File: src/rtl/vsync_monitor.sv
// vsync_monitor: measures vsync/display_active segment timing per frame,
// flags out-of-tolerance or illegal segments and reports frame lock.
// Ports: clk, reset (sync, active-low), vsync_in (low = pulse),
//   display_active_in -> locked, frame_done, frame_count[7:0],
//   timing_error, err_code[2:0], row[6:0], row_valid.
// Optional: define VSYNC_MONITOR_ROW_TRACK_EN to build the row tracker;
//   without it row and row_valid are tied low.
module vsync_monitor #(
   parameter int unsigned VSYNC_PULSE_WIDTH_TIME = 6400,
   parameter int unsigned BACK_PORCH_TIME        = 92800,
   parameter int unsigned ACTIVE_VIDEO_TIME      = 1536000,
   parameter int unsigned FRONT_PORCH_TIME       = 32000,
   parameter int unsigned LINE_TIME              = 16000,
   parameter int unsigned TOLERANCE              = 16,
   parameter int unsigned CNT_WIDTH              = 22
) (
   input  logic       clk,
   input  logic       reset,
   input  logic       vsync_in,
   input  logic       display_active_in,
   output logic       locked,
   output logic       frame_done,
   output logic [7:0] frame_count,
   output logic       timing_error,
   output logic [2:0] err_code,
   output logic [6:0] row,
   output logic       row_valid
);

   typedef enum logic [2:0] {
      S_SEEK, S_PULSE, S_BP, S_ACT, S_FP
   } state_t;

   localparam logic [CNT_WIDTH-1:0] CNT_MAX = '1;

   state_t               r_state;
   state_t               w_next;
   logic                 r_vs, r_vs_d;
   logic                 r_da, r_da_d;
   logic [CNT_WIDTH-1:0] r_cnt;
   logic                 r_bad;
   logic                 r_good_one;
   logic                 r_locked;
   logic                 r_fdone;
   logic [7:0]           r_fc;
   logic                 r_terr;
   logic [2:0]           r_code;

   logic                 w_vs_fall, w_vs_rise;
   logic                 w_da_fall, w_da_rise;
   logic                 w_da_hi;
   logic                 w_illegal;
   logic [CNT_WIDTH:0]   w_meas;
   logic                 w_err;
   logic                 w_abort;
   logic [2:0]           w_code;
   logic                 w_fdone;
   logic                 w_new_frame;

   function automatic logic f_in_tol(
      input logic [CNT_WIDTH:0] meas,
      input logic [31:0]        exp_v
   );
      logic [33:0] m;
      logic [33:0] e;
      m = 34'(meas);
      e = 34'(exp_v);
      return (m + 34'(TOLERANCE) >= e) &&
             (m <= e + 34'(TOLERANCE));
   endfunction

   assign w_vs_fall = r_vs_d & ~r_vs;
   assign w_vs_rise = ~r_vs_d & r_vs;
   assign w_da_fall = r_da_d & ~r_da;
   assign w_da_rise = ~r_da_d & r_da;
   // Either side of a display_active fall counts as "high", so a vsync
   // edge coinciding with that fall is caught as illegal.
   assign w_da_hi   = r_da | r_da_d;
   assign w_illegal = (w_da_rise && r_state != S_BP) ||
                      ((w_vs_fall || w_vs_rise) && w_da_hi);
   // The counter is cleared on the transition cycle, so add one to get
   // the full segment length in clocks.
   assign w_meas    = {1'b0, r_cnt} + (CNT_WIDTH+1)'(1);

   always_comb begin
      w_next      = r_state;
      w_err       = 1'b0;
      w_abort     = 1'b0;
      w_code      = 3'd0;
      w_fdone     = 1'b0;
      w_new_frame = 1'b0;
      if (r_state != S_SEEK && w_illegal) begin
         w_next  = S_SEEK;
         w_err   = 1'b1;
         w_abort = 1'b1;
         w_code  = 3'd5;
      end else if (r_state != S_SEEK && r_cnt == CNT_MAX) begin
         w_next  = S_SEEK;
         w_err   = 1'b1;
         w_abort = 1'b1;
         w_code  = 3'd6;
      end else begin
         unique case (r_state)
            S_SEEK: begin
               if (w_vs_fall && !w_da_hi) begin
                  w_next      = S_PULSE;
                  w_new_frame = 1'b1;
               end
            end
            S_PULSE: begin
               if (w_vs_rise) begin
                  w_next = S_BP;
                  if (!f_in_tol(w_meas, 32'(VSYNC_PULSE_WIDTH_TIME))) begin
                     w_err  = 1'b1;
                     w_code = 3'd1;
                  end
               end
            end
            S_BP: begin
               if (w_da_rise) begin
                  w_next = S_ACT;
                  if (!f_in_tol(w_meas, 32'(BACK_PORCH_TIME))) begin
                     w_err  = 1'b1;
                     w_code = 3'd2;
                  end
               end
            end
            S_ACT: begin
               if (w_da_fall) begin
                  w_next = S_FP;
                  if (!f_in_tol(w_meas, 32'(ACTIVE_VIDEO_TIME))) begin
                     w_err  = 1'b1;
                     w_code = 3'd3;
                  end
               end
            end
            S_FP: begin
               if (w_vs_fall) begin
                  w_next      = S_PULSE;
                  w_fdone     = 1'b1;
                  w_new_frame = 1'b1;
                  if (!f_in_tol(w_meas, 32'(FRONT_PORCH_TIME))) begin
                     w_err  = 1'b1;
                     w_code = 3'd4;
                  end
               end
            end
            default: w_next = S_SEEK;
         endcase
      end
   end

   always_ff @(posedge clk) begin
      if (!reset) begin
         r_state    <= S_SEEK;
         r_vs       <= 1'b0;
         r_vs_d     <= 1'b0;
         r_da       <= 1'b0;
         r_da_d     <= 1'b0;
         r_cnt      <= '0;
         r_bad      <= 1'b0;
         r_good_one <= 1'b0;
         r_locked   <= 1'b0;
         r_fdone    <= 1'b0;
         r_fc       <= 8'd0;
         r_terr     <= 1'b0;
         r_code     <= 3'd0;
      end else begin
         r_vs    <= vsync_in;
         r_vs_d  <= r_vs;
         r_da    <= display_active_in;
         r_da_d  <= r_da;
         r_state <= w_next;
         if (w_next != r_state) begin
            r_cnt <= '0;
         end else if (r_cnt != CNT_MAX) begin
            r_cnt <= r_cnt + CNT_WIDTH'(1);
         end
         r_fdone <= w_fdone;
         r_terr  <= w_err;
         if (w_err) begin
            r_code <= w_code;
         end
         if (w_fdone) begin
            r_fc <= r_fc + 8'd1;
         end
         if (w_new_frame) begin
            r_bad <= 1'b0;
         end else if (w_err) begin
            r_bad <= 1'b1;
         end
         // A failed check drops lock at once; the frame closing with a
         // clean record is what advances the good-frame count.
         if (w_err) begin
            r_good_one <= 1'b0;
            r_locked   <= 1'b0;
         end else if (w_fdone && !r_bad) begin
            r_good_one <= 1'b1;
            if (r_good_one) begin
               r_locked <= 1'b1;
            end
         end
      end
   end

   assign locked       = r_locked;
   assign frame_done   = r_fdone;
   assign frame_count  = r_fc;
   assign timing_error = r_terr;
   assign err_code     = r_code;

`ifdef VSYNC_MONITOR_ROW_TRACK_EN
   localparam int LW = (LINE_TIME > 1) ? $clog2(LINE_TIME) : 1;

   logic [LW-1:0] r_line;
   logic [6:0]    r_row;

   always_ff @(posedge clk) begin
      if (!reset) begin
         r_line <= '0;
         r_row  <= 7'd0;
      end else if (r_state != S_ACT) begin
         r_line <= '0;
         r_row  <= 7'd0;
      end else if (r_line == LW'(LINE_TIME - 1)) begin
         r_line <= '0;
         if (r_row != 7'd127) begin
            r_row <= r_row + 7'd1;
         end
      end else begin
         r_line <= r_line + LW'(1);
      end
   end

   assign row       = r_row;
   assign row_valid = (r_state == S_ACT);
`else
   logic w_unused_line;
   assign w_unused_line = (LINE_TIME == 0);
   assign row           = 7'd0;
   assign row_valid     = 1'b0;
`endif

endmodule

File: config.mk
export PLATFORM = sky130hd
export DESIGN_NAME = vsync_monitor
export DESIGN_NICKNAME = d
export VERILOG_FILES = /design/src/rtl/vsync_monitor.sv
export SDC_FILE = /design/constraint.sdc
export NUM_CORES = 1
export LEC_CHECK = 0
export ABC_CLOCK_PERIOD_IN_PS = 4910
export CORE_MARGIN = 2
export CORE_UTILIZATION = 52
export CTS_CLUSTER_DIAMETER = 120
export DETAILED_ROUTE_END_ITERATION = 8
export PLACE_DENSITY = 0.69
export SLEW_MARGIN = 20
export SYNTH_ARGS = -nofsm -noshare
export SYNTH_HDL_FRONTEND = slang
export SYNTH_SLANG_ARGS = --single-unit
File: constraint.sdc
create_clock -name clk -period 4.91 [get_ports clk]
set_input_delay 0.982 -clock clk [delete_from_list [all_inputs] [get_ports clk]]
set_output_delay 0.982 -clock clk [all_outputs]
set_load 0.02 [all_outputs]
==> results.json, run 1 <==
{
  "outcome": "completed",
  "ir_drop_mv": 0.1121,
  "synth-adder-area-share": 0.02078,
  "yosysSeqAreaShare": 0.2200,
  "cp_max_fo": 12,
  "setup.worst_path.start_class": "register",
  "cts.path.max_buffers": 2,
  "grt-ovfl-total": 0,
  "hpwl_mm": 9.491,
  "synth_area_leaders": "dfxtp_1 (22%), xnor2_1 (4.7%), nor2_1 (4.6%), a21oi_1 (4.2%), nand2_1 (3.9%)",
  "drc_errors": 0,
  "drt-vias-per-instance": 6.768,
  "max_stage_delay_ns": 0.55,
  "p_seq_frac": 0.562,
  "postCtsSetupBuffers": 0,
  "fin_cells": 650,
  "p_sw_frac": 0.2780,
  "synth-main-ff-cell": "dfxtp_1",
  "crit_chain": "ha_1 > nand3_1 > buf_4 > nor4b_1 > o211a_1 > nor2_1 > or4_4 > or4_1 > o211a_2 > a311oi_4 > nand4_4 > o221a_1",
  "hold_class": "register to register",
  "internal_power_uw": 492.0,
  "fmax_mhz": 220.5,
  "worstPathRequired_ns": 5.11,
  "h-tree-depth": 2,
  "grt_antenna_before_repair": 0,
  "powerDensity_nw_per_um2": 155.1,
  "drv_cap": 0,
  "synth.distinct_cells": 81,
  "synth_simple_gate_area_share": 0.3117,
  "worst_ep_arrival_time_ns": 4.74,
  "antenna_cells": 0,
  "yosysTopAreaCellShare": 0.2200,
  "ios": 26,
  "synth.most_common_cell": "nor2_1",
  "place_area_sq_um": 4305,
  "area_growth_pct": 7.304,
  "finalCriticalPeriod_ns": 4.535,
  "syn_area_sq_um": 4094,
  "core_sq_um": 7687,
  "power.leakage_uw": 0.001514,
  "final_nets": 557,
  "cts_tree": "yes",
  "cp_slowest_cell": "or4_4",
  "holdBufCountCts": 0,
  "synth_compound_area_frac": 0.2711,
  "wl_per_cell_um": 19.59,
  "drt_wl_total_mm": 12.73,
  "async_reset_ff_frac": 0,
  "cts.sinks": 45,
  "grtUsageTotal": 0.3004,
  "gp_congestion": 1.006,
  "hold_start": "err_code[1]",
  "ctsResizeCount": 0,
  "num_vias": 4399,
  "synth_edf_count": 0,
  "syn_avg_cell_area_sq_um": 7.457,
  "grt_pass1_wl_mm": 20.64,
  "muxShareOfSynthArea": 0.02537,
  "p_sw_uw": 189.4,
  "clock_insertion_delay_worst_skew_ns": 0.31,
  "placed_cells": 642,
  "grt_max_degree": 19,
  "worstRegToRegCells": 12,
  "combPwrFrac": 0.075,
  "hold_viol_final": 0,
  "ys_ff_latch": 45,
  "finalSetupViolCount": 0,
  "fin_setup_tns_ns": 0,
  "yosys.area.top_type": "dfxtp_1",
  "path_class": "register to register",
  "start_util": 0.5326,
  "slew_violations": 0,
  "rr_endpoint": "r_bad",
  "grt_pass1_vias": 4045,
  "ys_warn_count": 0,
  "die-area_sq_um": 8599,
  "root_buffer": "clkbuf_8",
  "hold-path-endpoint": "err_code[1]",
  "critPathCaptureType": "register",
  "fin_worst_skew_ns": 0.008633,
  "r2r_setup_slack_ns": 0.37,
  "synth_common_cells": "nor2_1 (50), dfxtp_1 (45), nand2_1 (43), a21oi_1 (34), clkbuf_1 (28)",
  "slew_headroom": 0.2832,
  "drive_gt1_frac": 0.08942,
  "final_area_sq_um": 4393,
  "synth_top_family_by_area": "simple AND/OR/NAND/NOR gates",
  "synth-xor-area-share": 0.08130,
  "drt_iter0_markers": 460,
  "detail-route-antenna-nets": 0,
  "drt-pass1-iter-count": 5,
  "worstMarginPinSlew_ns": 1.068,
  "numCtsBuffers": 5,
  "clkPwrFrac": 0.363,
  "clkTransAtPathRegs_ns": 0.10,
  "chipWidth_um": 92.73,
  "synth_cells": 549,
  "rsz0062_at_grt": "no",
  "timing.final.crit_share": 0.9237,
  "numPortBuffers": 17,
  "num_rows": 32,
  "dieHeight_um": 92.73,
  "reg2reg_from": "r_cnt[1]",
  "holdPathStages": 2
}
==> power by group through the flow <==
stage               Sequential (uW)  Clock, uW  Combinational [uW]
finish                          383        247                51.4
detailed placement              391          0                51.3
global route                    385        265                57.0
floorplan                       383          0                51.5
global placement                390          0                50.8
CTS                             383        250                51.6
==> cells in the final DEF (no fill, tap or decap), drive strengths merged, types with 5 or more instances in the layout <==
cell type	n
inv	8
xnor2	22
a41oi	7
a2111oi	6
dfxtp	45
nor3	21
ha	6
nor3b	7
nand4	21
a21o	5
buf	18
nand3	23
a31oi	14
o211ai	8
nor4	15
nand2	44
a21oi	34
and4	7
a211oi	5
nand2b	6
clkbuf	6
o21ai	16
clkdlybuf4s50	17
xor2	16
mux2i	7
and2	13
o31ai	5
and3	7
nor2	50
conb	8
==> worst max-delay path: cells and delay by family, from the launching register on <==
kind	cells	cell delay [ns]
DFF	1	0.54
AOI/OAI and AO/OA	4	1.09
buffers and inverters	1	0.28
and+or+nand+nor	6	2.05
adders and majority gates	1	0.47
==> layout make-up <==
| type | instances | area (sq um) |
|---|---|---|
| Sequential cell | 45 | 900.9 |
| Timing Repair Buffer | 35 | 305.3 |
| Clock inverter | 2 | 15.01 |
| Inverter | 9 | 33.78 |
| Tap cell | 102 | 127.6 |
| Fill cell | 749 | 3294 |
| Clock buffer | 6 | 72.57 |
| Multi-Input combinational cell | 451 | 2938 |
==> how the worst max path moves through the flow <==
stage             start  endpoint  slack, ns
2_1_floorplan  r_cnt[1]     r_bad       1.12
3_3_place_gp   r_cnt[1]     r_bad       0.61
4_1_cts        r_cnt[0]     r_bad       0.47
3_5_place_dp   r_cnt[0]     r_bad       0.50
5_1_grt        r_cnt[0]     r_bad       0.09
6_report       r_cnt[1]     r_bad       0.37
==> logic make-up after synthesis <==
kind of cell | count (synthesis)
buffers and inverters | 60
other | 1
and+or+nand+nor | 237
DFF | 45
muxes | 10
xor gates and xnor gates | 38
adders and majority gates | 7
AOI/OAI and AO/OA | 151
==> flip-flops by register name, indices dropped and copies added (netlist names), 3 cells and up <==
name,cells
err_code,3
frame_count,8
r_cnt,22
r_state,3
==> stage by stage <==
| stage | utilization | power, uW | setup WS, ns | hold WS, ns |
|---|---|---|---|---|
| global placement | 0.5601 | 441.0 | 0.6126 | 0.4515 |
| detailed placement | 0.5601 | 442.4 | 0.4981 | 0.4678 |
| global route | 0.5715 | 707.2 | 0.08708 | 0.5055 |
| CTS | 0.5715 | 684.5 | 0.4678 | 0.4814 |
| finish | 0.5715 | 681.5 | 0.3748 | 0.4753 |
| floorplan | - | 434.2 | 1.117 | 0.4406 |
==> layer usage <==
metal  GRT usage  vias up  share of wire
met4      0.1029        0          0.029
met1      0.4154     2065           0.44
met5           0        -              0
met3     0.03987       39          0.079
met2      0.4818      241           0.45
li1            -     2054              -
(Power assumes the default switching activity.)
==> run 2, diff against run 1 <==
Settings changed: CELL_PAD_IN_SITES_DETAIL_PLACEMENT set to 0, CELL_PAD_IN_SITES_GLOBAL_PLACEMENT set to 1, CORE_UTILIZATION 52 to 45, PLACE_DENSITY 0.69 to 0.8.
==> results.json, run 2 (synthesis results as in run 1) <==
{
  "worstMarginPinSlew_ns": 1.054,
  "fmax_mhz": 225.5,
  "cp_slowest_cell": "dfxtp_1",
  "grt_pass1_vias": 4012,
  "outcome": "completed",
  "grt_pass1_wl_mm": 21.24,
  "gp_congestion": 1.006,
  "cp_max_fo": 13,
  "grt-ovfl-total": 0,
  "final_common_cell": "nor2_1",
  "ir_drop_mv": 0.1310,
  "worstPathRequired_ns": 5.13,
  "dp_slack_ns": 0.4312,
  "antenna_cells": 0,
  "fin_util": 0.5043,
  "clkTransAtPathRegs_ns": 0.11,
  "fin_setup_tns_ns": 0,
  "placed_cells": 648,
  "grt_antenna_before_repair": 0,
  "num_vias": 4405,
  "critPathCaptureType": "register",
  "dieHeight_um": 99.38,
  "path_class": "register to register",
  "cts_tree": "yes",
  "drv_cap": 0,
  "drt_wl_total_mm": 13.11,
  "whs_ns": 0.4707,
  "power.leakage_uw": 0.001525,
  "ios": 26,
  "clock_insertion_delay_worst_skew_ns": 0.33,
  "drive_gt1_frac": 0.09489,
  "detail-route-antenna-nets": 0,
  "holdBufCountCts": 0,
  "finalCriticalPeriod_ns": 4.435,
  "finalSetupViolCount": 0,
  "regMostFlops": "r_cnt",
  "numCtsBuffers": 5,
  "setup.worst_path.start_class": "register",
  "slew_headroom": 0.2920,
  "fin_worst_skew_ns": 0.01601,
  "worst_ep_arrival_time_ns": 4.65,
  "die-area_sq_um": 9876,
  "hpwl_mm": 9.869,
  "chipWidth_um": 99.38,
  "hold_class": "register to register",
  "powerDensity_nw_per_um2": 160.9,
  "grt_max_degree": 20,
  "fill_cells": 878,
  "slew_violations": 0,
  "core_sq_um": 8763,
  "h-tree-depth": 2,
  "worst_slack_ns": 0.4753,
  "cts.path.max_buffers": 2,
  "seq_area_sq_um": 900.9,
  "final_nets": 557,
  "root_buffer": "clkbuf_8",
  "most-common-layout-cells": "nor2_1 (50), dfxtp_1 (45), nand2_1 (43), a21oi_1 (34)",
  "drt-vias-per-instance": 6.715,
  "drt_iter0_markers": 496,
  "area_growth_pct": 7.946,
  "num_rows": 34,
  "drc_errors": 0,
  "grtUsageTotal": 0.2681,
  "rsz0062_at_grt": "no",
  "cts.sinks": 45,
  "drt-pass1-iter-count": 6,
  "crit_chain": "ha_2 > and3_1 > nand3_1 > or3_1 > and2_4 > or4_4 > or4_1 > o211a_2 > a311oi_4 > nand4_4 > o221a_1",
  "wl_per_cell_um": 19.99,
  "start_util": 0.4672,
  "largest_reg_flops": 22,
  "hold_viol_final": 0,
  "multiInputGateArea_sq_um": 2947,
  "numPortBuffers": 17,
  "fin_cells": 656,
  "timing.final.crit_share": 0.9032,
  "max_stage_delay_ns": 0.55
}
-- run 2: layout make-up --
type / instances / share of cell area
clock inverter: 3 / 0.006512
timing repair buffer: 35 / 0.06908
tap: 108 / 0.03058
sequential: 45 / 0.2039
inverter: 9 / 0.007644
clock buffer: 5 / 0.01557
multi-input combinational: 451 / 0.6668
-- run 2: metal layers --
layer  track usage  up-vias  wire length, um
met5             0        -                0
met4        0.1138        0              531
met3       0.05411       47             1162
met2        0.4028      257             5633
met1        0.3737     2057             5787
li1              -     2044                -
-- run 2: metrics by stage --
step | instance area [sq um] | power [uW]
2_1_floorplan | 4120 | 434.2
3_3_place_gp | 4313 | 441.2
3_5_place_dp | 4313 | 442.4
4_1_cts | 4410 | 712.4
5_1_grt | 4419 | 741.2
6_report | 4419 | 711.1
-- run 2: where the power goes --
group | switching [uW] | internal (uW) | leakage (uW) | total (uW)
sequential | 12.4 | 371 | 0.000364 | 383
clock | 167 | 108 | 0.0000511 | 275
combinational | 31.4 | 20.9 | 0.00111 | 52.3
total | 211 | 500 | 0.00153 | 711
-- run 2: worst paths after layout --
kind	from	to	slack (ns)	cells past startpoint
max	r_cnt[1]	r_bad	0.48	11
min	r_vs	r_vs_d	0.47	2
max reg2reg	r_cnt[1]	r_bad	0.48	11
min reg2reg	r_vs	r_vs_d	0.47	2
-- run 2: timing repair --
action,CTS,global route
gates resized for setup,0,3
endpoints found under the setup margin,0,6
buffers inserted,0,0
-- run 2: critical path: cells and delay by family, from the launching register on --
family	cells	cell delay [ns]
DFF	1	0.55
adders and majority gates	1	0.40
AOI/OAI and AO/OA	3	0.85
and+or+nand+nor	7	2.53
